### config.mk
export PLATFORM = sky130hd
export DESIGN_NAME = core_mem_sequencer
export DESIGN_NICKNAME = d
export VERILOG_FILES = /design/src/rtl/core_mem_sequencer.sv
export SDC_FILE = /design/constraint.sdc
export NUM_CORES = 1
export LEC_CHECK = 0
export ABC_AREA = 1
export BUFFER_PORTS_ARGS = -buffer_cell sky130_fd_sc_hd__buf_2
export CORE_AREA = 2 2 128 130
export CTS_BUF_LIST = sky130_fd_sc_hd__clkbuf_8
export DETAILED_ROUTE_END_ITERATION = 8
export DIE_AREA = 0 0 130 132
export GPL_TIMING_DRIVEN = 0
export MAX_ROUTING_LAYER = met4
export PLACE_DENSITY = 0.86
export SKIP_CTS_REPAIR_TIMING = 1
export SLEW_MARGIN = 30
export SYNTH_ARGS = -nofsm -noshare
export SYNTH_HDL_FRONTEND = slang
export SYNTH_SLANG_ARGS = --single-unit
### constraint.sdc
create_clock -name clk -period 9.87 [get_ports clk]
set_clock_uncertainty 0.05 [all_clocks]
set_input_delay 1.4805 -clock clk [delete_from_list [all_inputs] [get_ports clk]]
set_output_delay 1.4805 -clock clk [all_outputs]
set_load 0.01 [all_outputs]
### src/rtl/core_mem_sequencer.sv
`default_nettype none
// ============================================================================
// core_mem_sequencer : multi-cycle FETCH/EXEC/DATA/COMMIT controller over one
// shared req/ready memory bus. Optional macro BUS_TIMEOUT_EN: bus wait limit.
// Revision: 1.0 - initial release
// ============================================================================

module core_mem_sequencer #(
  parameter logic [31:0] RESET_PC       = 32'h0000_0000,
  parameter int          TIMEOUT_CYCLES = 255
) (
  input  logic        clk,
  input  logic        reset,
  input  logic [31:0] npc_in,
  input  logic [31:0] alu_result_in,
  input  logic [31:0] reg_data2_in,
  input  logic        mem_write_in,
  input  logic        halt_in,
  output logic [31:0] instr_out,
  output logic [31:0] mem_out,
  output logic        core_step,
  output logic [31:0] pc_out,
  output logic        mem_req,
  output logic        mem_we,
  output logic [31:0] mem_addr,
  output logic [31:0] mem_wdata,
  input  logic [31:0] mem_rdata,
  input  logic        mem_ready,
  output logic        halted,
  output logic [31:0] instret,
  output logic        bus_err
);

  localparam logic [31:0] c_NOP_INSTR = 32'h0000_0013;
  localparam logic [6:0]  c_OP_LOAD   = 7'b0000011;

  typedef enum logic [2:0] {
    ST_BOOT   = 3'd0,
    ST_FETCH  = 3'd1,
    ST_EXEC   = 3'd2,
    ST_DATA   = 3'd3,
    ST_COMMIT = 3'd4,
    ST_HALT   = 3'd5
  } state_t;

  state_t      state_q, state_d;
  logic [31:0] pc_q, pc_d;
  logic [31:0] instr_q, instr_d;
  logic [31:0] mem_out_q, mem_out_d;
  logic [31:0] instret_q, instret_d;
  logic [31:0] addr_q, addr_d;
  logic [31:0] wdata_q, wdata_d;

  logic w_busy;
  logic w_is_load;
  logic w_timeout;

  assign w_busy    = (state_q == ST_FETCH) || (state_q == ST_DATA);
  assign w_is_load = (instr_q[6:0] == c_OP_LOAD);

  always_comb begin
    state_d   = state_q;
    pc_d      = pc_q;
    instr_d   = instr_q;
    mem_out_d = mem_out_q;
    instret_d = instret_q;
    addr_d    = addr_q;
    wdata_d   = wdata_q;
    mem_we    = 1'b0;
    case (state_q)
      ST_BOOT:   state_d = ST_FETCH;
      ST_FETCH: begin
        addr_d = pc_q;
        if (mem_ready) begin
          instr_d = mem_rdata;
          state_d = ST_EXEC;
        end else if (w_timeout) begin
          state_d = ST_HALT;
        end
      end
      ST_EXEC: begin
        if (halt_in)                        state_d = ST_HALT;
        else if (mem_write_in || w_is_load) state_d = ST_DATA;
        else                                state_d = ST_COMMIT;
      end
      ST_DATA: begin
        mem_we  = mem_write_in;
        addr_d  = alu_result_in;
        wdata_d = reg_data2_in;
        if (mem_ready) begin
          if (w_is_load) mem_out_d = mem_rdata;
          state_d = ST_COMMIT;
        end else if (w_timeout) begin
          state_d = ST_HALT;
        end
      end
      ST_COMMIT: begin
        pc_d      = npc_in;
        instret_d = instret_q + 32'd1;
        state_d   = ST_FETCH;
      end
      ST_HALT:   state_d = ST_HALT;
      default:   state_d = ST_BOOT;
    endcase
  end

  // Bus address/data are the next-hold values so they persist once the request drops.
  assign mem_req   = w_busy;
  assign mem_addr  = addr_d;
  assign mem_wdata = wdata_d;

  always_ff @(posedge clk or posedge reset) begin
    if (reset) begin
      state_q   <= ST_BOOT;
      pc_q      <= RESET_PC;
      instr_q   <= c_NOP_INSTR;
      mem_out_q <= 32'd0;
      instret_q <= 32'd0;
      addr_q    <= 32'd0;
      wdata_q   <= 32'd0;
    end else begin
      state_q   <= state_d;
      pc_q      <= pc_d;
      instr_q   <= instr_d;
      mem_out_q <= mem_out_d;
      instret_q <= instret_d;
      addr_q    <= addr_d;
      wdata_q   <= wdata_d;
    end
  end

`ifdef BUS_TIMEOUT_EN
  localparam int c_WAIT_W = $clog2(TIMEOUT_CYCLES + 1);

  logic [c_WAIT_W-1:0] wait_q, wait_d;
  logic                bus_err_q, bus_err_d;

  // Counter idles at zero, so every new request starts from a cleared count.
  always_comb begin
    wait_d    = '0;
    bus_err_d = bus_err_q;
    w_timeout = 1'b0;
    if (w_busy && !mem_ready) begin
      if (wait_q == c_WAIT_W'(TIMEOUT_CYCLES - 1)) begin
        w_timeout = 1'b1;
        bus_err_d = 1'b1;
      end else begin
        wait_d = wait_q + 1'b1;
      end
    end
  end

  always_ff @(posedge clk or posedge reset) begin
    if (reset) begin
      wait_q    <= '0;
      bus_err_q <= 1'b0;
    end else begin
      wait_q    <= wait_d;
      bus_err_q <= bus_err_d;
    end
  end

  assign bus_err = bus_err_q;
`else
  logic w_unused_timeout;

  assign w_timeout        = 1'b0;
  assign bus_err          = 1'b0;
  assign w_unused_timeout = |TIMEOUT_CYCLES;
`endif

  assign instr_out = instr_q;
  assign mem_out   = mem_out_q;
  assign pc_out    = pc_q;
  assign instret   = instret_q;
  assign core_step = (state_q == ST_COMMIT);
  assign halted    = (state_q == ST_HALT);

endmodule

`default_nettype wire

==> reports/results.txt, run 1 <==
cells after synthesis - 951
Worst-path clk slew - 90 ps
Required @ worst endpoint - 8340 ps
final hold vios - 0
delay-heaviest family, CP - buffers and inverters
Iter 0 DRT Violations - 576
first-pass GRT wire length - 37900 um
Max rail drop VDD - 0.162 mV
H-tree depth - 4
crit path buf inv count - 4
vias in the first global route - 7497
Post-Route WL - 24100 um
worst-path cell chain - inv_2 > nor2_4 > inv_4 > nor2_8 > buf_1 > nand2_1 > nand3_1 > buf_2
Synth area leader - dfrtp_1
crit path kind - reg -> out
Die Area - 17200 um^2
final-stage net count - 1434
predominant post-synthesis flop cell - dfrtp_1
pwr/cell area - 292 nW/um^2
non-filler cells, final - 1530
Synth top area share - 0.577
DP Wirelength - 18400 um
Synthesis Warnings - 0
num rows - 46
syn avg cell area - 8.76 um^2
status - finished, final reports clean
Leak Pwr - 6.08 nW
fin crit period - 3770 ps
setup TNS - 0 ps
most frequent cell after synthesis - nand2_1
drt drc - 0
Starting Density - 0.530
Worst Setup End Kind - primary output
total grt overflow - 0
Layout area overhead - 28.4%
Synth top cells by count - nand2_1 (437), dfrtp_1 (192), inv_1 (72)
flip-flop and latch count after synthesis - 195
layout cells sized above 1 - 0.335
ys async rst share - 1.00
Vias - 7683
num ports - 330
clk buf depth - 2
First-pass DRT Iterations - 6
TritonCTS Sinks - 195
RSZ-0062 raised after global routing - false
Critical Path Fanout Max - 10
CP startpoint kind - flop
average routed wire per standard cell - 15.7 um
Max stage delay on crit path - 470 ps
EDFF count, synth - 0
Max-cap violations - 0
ANT nets after route - 0
leading post-synthesis cells by cell area - dfrtp_1 (58%), nand2_1 (20%), o21ai_2 (3.4%)
final setup fails - 0
clk root buf - clkbuf_8
min-delay worst type - reg -> reg
Worst slew margin - 0.576
Final Max Tran Viols - 0
fmax - 265 MHz
Netlist cell types - 32
final worst path period share - 0.382
register area share after synthesis - 0.586
CTS buffer count - 17
largest net degree at the start of global routing - 97
Mapped Nets - 1085
TritonCTS clock tree - yes
Die Wd - 130 um
Tightest Pin Transition - 636 ps
Clock Latency Late Sink - 470 ps
Worst Path Arrival - 2240 ps
core area - 15700 um^2
I/O Buffers - 328
Crit-path slowest cell - dfrtp_1
placed cell count - 1497
Via density - 5.02
Die Y-Extent - 132 um
reg2reg setup slack - 8070 ps
initial antenna violation count - 1
Total GRT Usage - 0.293
Final GP Congestion - 0.900
Netlist Area Pre-Place - 8330 um^2
[logic make-up after synthesis]
logic type / Yosys count / synth area share
adder cells (fa/ha/maj): 1 / 0.00150
buffers and inverters: 113 / 0.0622
AO/OA/AOI/OAI: 71 / 0.0583
other: 1 / 0.000450
AND/OR/NAND/NOR: 551 / 0.271
XOR/XNOR: 19 / 0.0200
flip-flops: 195 / 0.586
[sequential cells by signal, summed over array words and instances (netlist names)]
| name | cells |
|---|---|
| addr_q | 32 |
| instr_out | 32 |
| instret | 32 |
| mem_out | 32 |
| pc_out | 32 |
| state_q | 3 |
| wdata_q | 32 |
[worst register-to-register path, stage by stage, from the launching register on]
cell,delay (ps)
dfrtp_1,430
ha_1,210
nand3_1,110
nor2_1,200
nand3_1,210
nor2_2,290
nand2_1,90
nand2_1,60
nand2_1,50
[per-stage QoR]
step                      total power, mW  area (um^2)  utilization  hold slack [ps]  setup slack, ps
after floorplan                      2.00         8330            -              435             3030
after global placement               2.57        10200        0.652              398             1090
after detailed placement             2.63        10300        0.656              401             6420
after CTS                            3.13        10700        0.680              426             6100
after global routing                 3.34        10700        0.680              448             5960
final                                3.13        10700        0.680              419             6100
[final cells by class]
type                    instances  area [um^2]
well taps                     216          270
clock inverters                15          151
repair buffers                330         1700
fillers                      1273         5020
diodes                          1         2.50
flip-flops and latches        195         4880
multi-input cells             643         2930
inverters                      76          295
clock buffers                  17          234
plain buffers                  37          230
[metal layers]
layer	vias to the layer above	track usage	part of all wire
met5	-	-	0
met4	0	0.0926	0.023
met3	53	0.0747	0.079
met2	339	0.490	0.50
met1	3644	0.348	0.40
li1	3647	-	-
[cell usage in the layout (no fill, tap or decap), types with 2 or more instances in the layout]
cell and instances:
nand2_2 2, nor2_4 3, inv_6 4, o21ai_2 32, dfstp_2 3, clkinvlp_4 3, inv_8 2, buf_4 8
clkbuf_1 8, a22oi_1 4, nor2_8 2, o21ai_0 19, buf_16 2, clkbuf_8 17, nand3_1 44, nor3_1 8
xnor2_1 10, clkinv_2 2, dfrtp_1 192, nand2_1 437, inv_1 71, nand3b_1 4, inv_2 3, buf_1 2
buf_2 341, nor2_2 2, buf_6 6, nand4_1 8, clkinv_4 3, o21ai_1 15, xor2_1 9, nor2_1 38
[final timing paths]
check	endpoint	cells after the start	from
min in group asynchronous	mem_out[9]	2	reset
hold / removal	wdata_q[23]	2	wdata_q[23]
max in group asynchronous	pc_out[0]	4	reset
setup / recovery	mem_addr[30]	8	state_q[0]
hold reg to reg	wdata_q[23]	2	wdata_q[23]
setup reg to reg	instret[26]	8	instret[0]
[power by group]
group	switching [mW]	internal [mW]
combinational	0.857	0.496
sequential	0.164	1.10
clock	0.304	0.207
total	1.32	1.80
(Power assumes the default switching activity.)
==> run 2: changes to the inputs <==
--- a/config.mk
+++ b/config.mk
@@ -7,13 +7,13 @@
 export LEC_CHECK = 0
 export ABC_AREA = 1
 export BUFFER_PORTS_ARGS = -buffer_cell sky130_fd_sc_hd__buf_2
-export CORE_AREA = 2 2 128 130
+export CORE_AREA = 2 2 140 142
 export CTS_BUF_LIST = sky130_fd_sc_hd__clkbuf_8
 export DETAILED_ROUTE_END_ITERATION = 8
-export DIE_AREA = 0 0 130 132
+export DIE_AREA = 0 0 142 144
 export GPL_TIMING_DRIVEN = 0
 export MAX_ROUTING_LAYER = met4
-export PLACE_DENSITY = 0.86
+export PLACE_DENSITY = 0.76
 export SKIP_CTS_REPAIR_TIMING = 1
 export SLEW_MARGIN = 30
 export SYNTH_ARGS = -nofsm -noshare
==> constraint.sdc (replaced) <==
create_clock -name clk -period 3.1 [get_ports clk]
set_clock_uncertainty 0.05 [all_clocks]
set_input_delay 0.465 -clock clk [delete_from_list [all_inputs] [get_ports clk]]
set_output_delay 0.465 -clock clk [all_outputs]
set_load 0.01 [all_outputs]
==> run 2 against run 1 <==
  * Sequential share of layout area decreased by 0.86 points
  * Combinational power grew to 3.2 times the previous value
  * Wire length increased by 0.87%
  * Largest cell class unchanged
  * Clock power grew to 3.4 times the previous value
  * Hold slack got worse by 280 ps
  * Sequential power grew to 3.2 times the previous value
  * Global-route usage fell by 4.7 points
  * Critical path depth did not move
  * Non-clock buffer count up 7
  * Setup slack got worse by 5700 ps
==> reports/results.txt, run 2 (synthesized netlist as in run 1, its figures left out) <==
ANT nets after route - 0
final total power - 10.0 mW
Iter 0 DRT Violations - 411
Required @ worst endpoint - 2580 ps
total grt overflow - 0
drt drc - 0
largest net degree at the start of global routing - 31
commonest non-fill, non-tap cell in the layout - nand2_1
layout cells sized above 1 - 0.338
area occupied by multi-input gates - 2930 um^2
Critical Path Fanout Max - 10
vias in the first global route - 7415
Clock Latency Late Sink - 470 ps
Vias - 7465
Post-Route WL - 24300 um
delay-heaviest family, CP - buffers and inverters
fin crit period - 2730 ps
crit path buf inv count - 4
Worst Setup End Kind - primary output
First-pass DRT Iterations - 4
Max-cap violations - 0
Worst slew margin - 0.595
clk root buf - clkbuf_8
RSZ-0062 raised after global routing - false
Filler cells - 1713
initial antenna violation count - 1
CP startpoint kind - flop
Die Area - 20400 um^2
status - finished, final reports clean
crit path kind - reg -> out
TritonCTS Sinks - 195
H-tree depth - 4
Total GRT Usage - 0.246
TritonCTS clock tree - yes
final hold vios - 0
min-delay worst type - in -> reg
Final GP Congestion - 0.848
Final Max Tran Viols - 0
core area - 19100 um^2
num rows - 51
Worst-path clk slew - 110 ps
pwr/cell area - 922 nW/um^2
Crit-path slowest cell - dfrtp_1
CTS buffer count - 17
Worst Path Arrival - 2220 ps
final-stage net count - 1441
average routed wire per standard cell - 15.6 um
Layout area overhead - 30.8%
Via density - 4.79
setup TNS - 0 ps
Die Wd - 142 um
Tightest Pin Transition - 607 ps
I/O Buffers - 328
Starting Density - 0.436
commonest non-fill, non-tap cells in the layout - nand2_1 (437), buf_2 (341), dfrtp_1 (192), inv_1 (71), nand3_1 (44)
Max stage delay on crit path - 470 ps
worst-path cell chain - inv_2 > nor2_4 > inv_4 > nor2_8 > buf_1 > nand2_1 > nand3_1 > buf_2
sequential cell area - 4880 um^2
reg2reg setup slack - 1350 ps
Leak Pwr - 6.16 nW
DP Wirelength - 18600 um
Die Y-Extent - 144 um
num ports - 330
clk buf depth - 2
final worst path period share - 0.881
fmax - 366 MHz
first-pass GRT wire length - 37800 um
Max rail drop VDD - 0.583 mV
final setup fails - 0
run 2: cell count changes in the layout (fill, tap and decap cells not counted), moves of 2 or more:
cell	change
buf_16	+2
clkinv_2	-2
clkinv_4	-2
buf_12	+4
clkinv_8	+3
run 2: area by class of cell:
class,count,area share
flip-flops and latches,195,0.448
multi-input cells,643,0.269
repair buffers,337,0.169
well taps,238,0.0273
inverters,76,0.0268
clock buffers,17,0.0215
plain buffers,37,0.0211
clock inverters,15,0.0172
diodes,1,0.000230
run 2: path summary, 6_finish.rpt:
check	endpoint	cells after the start	from
min reg2reg	wdata_q[29]	2	wdata_q[29]
max	mem_addr[5]	8	state_q[0]
min in group asynchronous	wdata_q[23]	3	reset
min	pc_out[16]	3	npc_in[16]
max in group asynchronous	pc_out[31]	6	reset
max reg2reg	instret[22]	8	instret[0]
run 2: through the flow:
step	hold WS, ps	setup slack [ps]	area, um^2	std cells	util
finish	144	369	10900	1559	0.571
global route	105	173	10900	1559	0.571
CTS	-152	335	10900	1557	0.570
detailed placement	373	860	10500	1525	0.548
global placement	397	-1120	10300	1517	0.538
floorplan	435	69.1	8330	951	-
run 2: metal layers:
layer,GRT usage,vias up,part of all wire
met3,0.0639,37,0.069
met1,0.302,3507,0.42
met4,0.0768,0,0.022
li1,-,3645,-
met5,-,-,0
met2,0.402,276,0.49
run 2: where the power goes:
group	switching [mW]	internal, mW	leakage (nW)
Clock	1.05	0.691	0.205
Sequential	0.514	3.50	2.50
Combinational	2.69	1.60	3.46
Total	4.26	5.78	6.16
run 2: worst register-to-register path, cell delays in order (launching register included):
cell and delay [ps]:
dfrtp_1 450, ha_1 200, nand3_1 100, nor2_1 200, nand3_1 200, nor2_2 260
nand2_1 80, nand2_1 60, nand2_1 40
==> run 3: changes to the inputs <==
--- a/config.mk
+++ b/config.mk
@@ -7,10 +7,10 @@
 export LEC_CHECK = 0
 export ABC_AREA = 1
 export BUFFER_PORTS_ARGS = -buffer_cell sky130_fd_sc_hd__buf_2
-export CORE_AREA = 2 2 140 142
+export CORE_AREA = 10 10 148 150
 export CTS_BUF_LIST = sky130_fd_sc_hd__clkbuf_8
 export DETAILED_ROUTE_END_ITERATION = 8
-export DIE_AREA = 0 0 142 144
+export DIE_AREA = 0 0 158 160
 export GPL_TIMING_DRIVEN = 0
 export MAX_ROUTING_LAYER = met4
 export PLACE_DENSITY = 0.76
==> run 3 against run 2 <==
  * Die area rose by 24%
  * Flip-flop and latch count unchanged
  * Hold slack worse by 140 ps
  * Wire length increased by 12%
==> reports/results.txt, run 3 (synthesized netlist as in run 1, its figures left out) <==
Worst-path clk slew - 120 ps
commonest non-fill, non-tap cell in the layout - nand2_1
final setup fails - 0
Required @ worst endpoint - 2580 ps
vias in the first global route - 7740
status - finished, final reports clean
Max rail drop VDD - 0.504 mV
delay-heaviest family, CP - buffers and inverters
RSZ-0062 raised after global routing - false
I/O Buffers - 328
commonest non-fill, non-tap cells in the layout - nand2_1 (437), buf_2 (341), dfrtp_1 (192), inv_1 (71), nand3_1 (44)
TritonCTS Sinks - 195
final total power - 10.0 mW
Leak Pwr - 6.13 nW
Worst Setup End Kind - primary output
Tightest Pin Transition - 649 ps
Total GRT Usage - 0.220
placed cell count - 1524
num rows - 51
worst hold slack - 4.68 ps
clk buf depth - 2
drt drc - 0
First-pass DRT Iterations - 6
Vias - 7544
fin crit period - 2710 ps
clk root buf - clkbuf_8
non-filler cells, final - 1560
Starting Density - 0.436
fmax - 369 MHz
sequential cell area - 4880 um^2
average routed wire per standard cell - 17.4 um
CTS buffer count - 17
Placement Setup Slack - 855 ps
Die Wd - 158 um
DP Wirelength - 21400 um
TritonCTS clock tree - yes
core area - 19100 um^2
Die Y-Extent - 160 um
reg2reg setup slack - 1370 ps
crit path buf inv count - 4
area occupied by multi-input gates - 2930 um^2
H-tree depth - 4
Worst slew margin - 0.566
ANT nets after route - 0
Iter 0 DRT Violations - 527
crit path kind - reg -> out
Crit-path slowest cell - dfrtp_1
Util after Layout - 0.567
CP startpoint kind - flop
pwr/cell area - 927 nW/um^2
initial antenna violation count - 4
Via density - 4.84
setup ws final - 393 ps
Final Max Tran Viols - 0
first-pass GRT wire length - 42000 um
Final GP Congestion - 0.861
final worst path period share - 0.873
Worst Setup SP - state_q[0]
min-delay worst type - in -> async
final-stage net count - 1439
Critical Path Fanout Max - 10
worst-path cell chain - inv_2 > nor2_4 > inv_4 > nor2_8 > buf_1 > nand2_1 > nand3_1 > buf_2
num ports - 330
largest net degree at the start of global routing - 33
Layout area overhead - 30.0%
Die Area - 25300 um^2
final hold vios - 0
Max stage delay on crit path - 470 ps
FF-to-FF Start - state_q[1]
Clock Latency Late Sink - 480 ps
Max-cap violations - 0
Worst Path Arrival - 2190 ps
layout cells sized above 1 - 0.338
Filler cells - 1761
Post-Route WL - 27200 um
total grt overflow - 0
-- run 3: changes by cell type in the layout (fill, tap and decap cells not counted) --
cell | previous run | this run
clkinv_2 | 0 | 2
dlygate4sd3_1 | 1 | 0
clkbuf_8 | 17 | 18
diode_2 | 1 | 4
buf_16 | 4 | 3
clkinvlp_4 | 3 | 2
clkinv_8 | 4 | 2
bufinv_16 | 1 | 0
inv_6 | 4 | 6
inv_8 | 3 | 2
-- run 3: area by class of cell --
class / count / area share
Antenna cell: 4 / 0.000925
Buffer: 37 / 0.0213
Clock buffer: 18 / 0.0229
Clock inverter: 14 / 0.0124
Inverter: 76 / 0.0269
Multi-Input combinational cell: 643 / 0.270
Sequential cell: 195 / 0.451
Tap cell: 238 / 0.0275
Timing Repair Buffer: 335 / 0.167
-- run 3: layer usage --
metal,part of all wire,wire length [um],track usage
met1,0.39,10600,0.248
met2,0.50,13500,0.357
met3,0.090,2460,0.0779
met4,0.025,671,0.0733
met5,0,0,-
-- run 3: path summary, 6_finish.rpt --
check                          endpoint  depth (start not counted)
setup / recovery           mem_addr[19]                          8
hold / removal             instr_out[5]                          2
setup reg to reg              pc_out[7]                          6
hold reg to reg             wdata_q[24]                          2
max in group asynchronous     pc_out[5]                          4
min in group clk             pc_out[28]                          3
-- run 3: per-stage QoR --
stage	setup TNS (ps)	cell area (um^2)
after floorplan	0	8330
after global placement	-222600	10300
after detailed placement	0	10400
after CTS	0	10800
after global routing	0	10800
final	0	10800
-- run 3: where the power goes --
group | internal, mW | switching, mW | leakage [nW]
Combinational | 1.60 | 2.78 | 3.44
Clock | 0.615 | 1.02 | 0.195
Sequential | 3.50 | 0.514 | 2.50
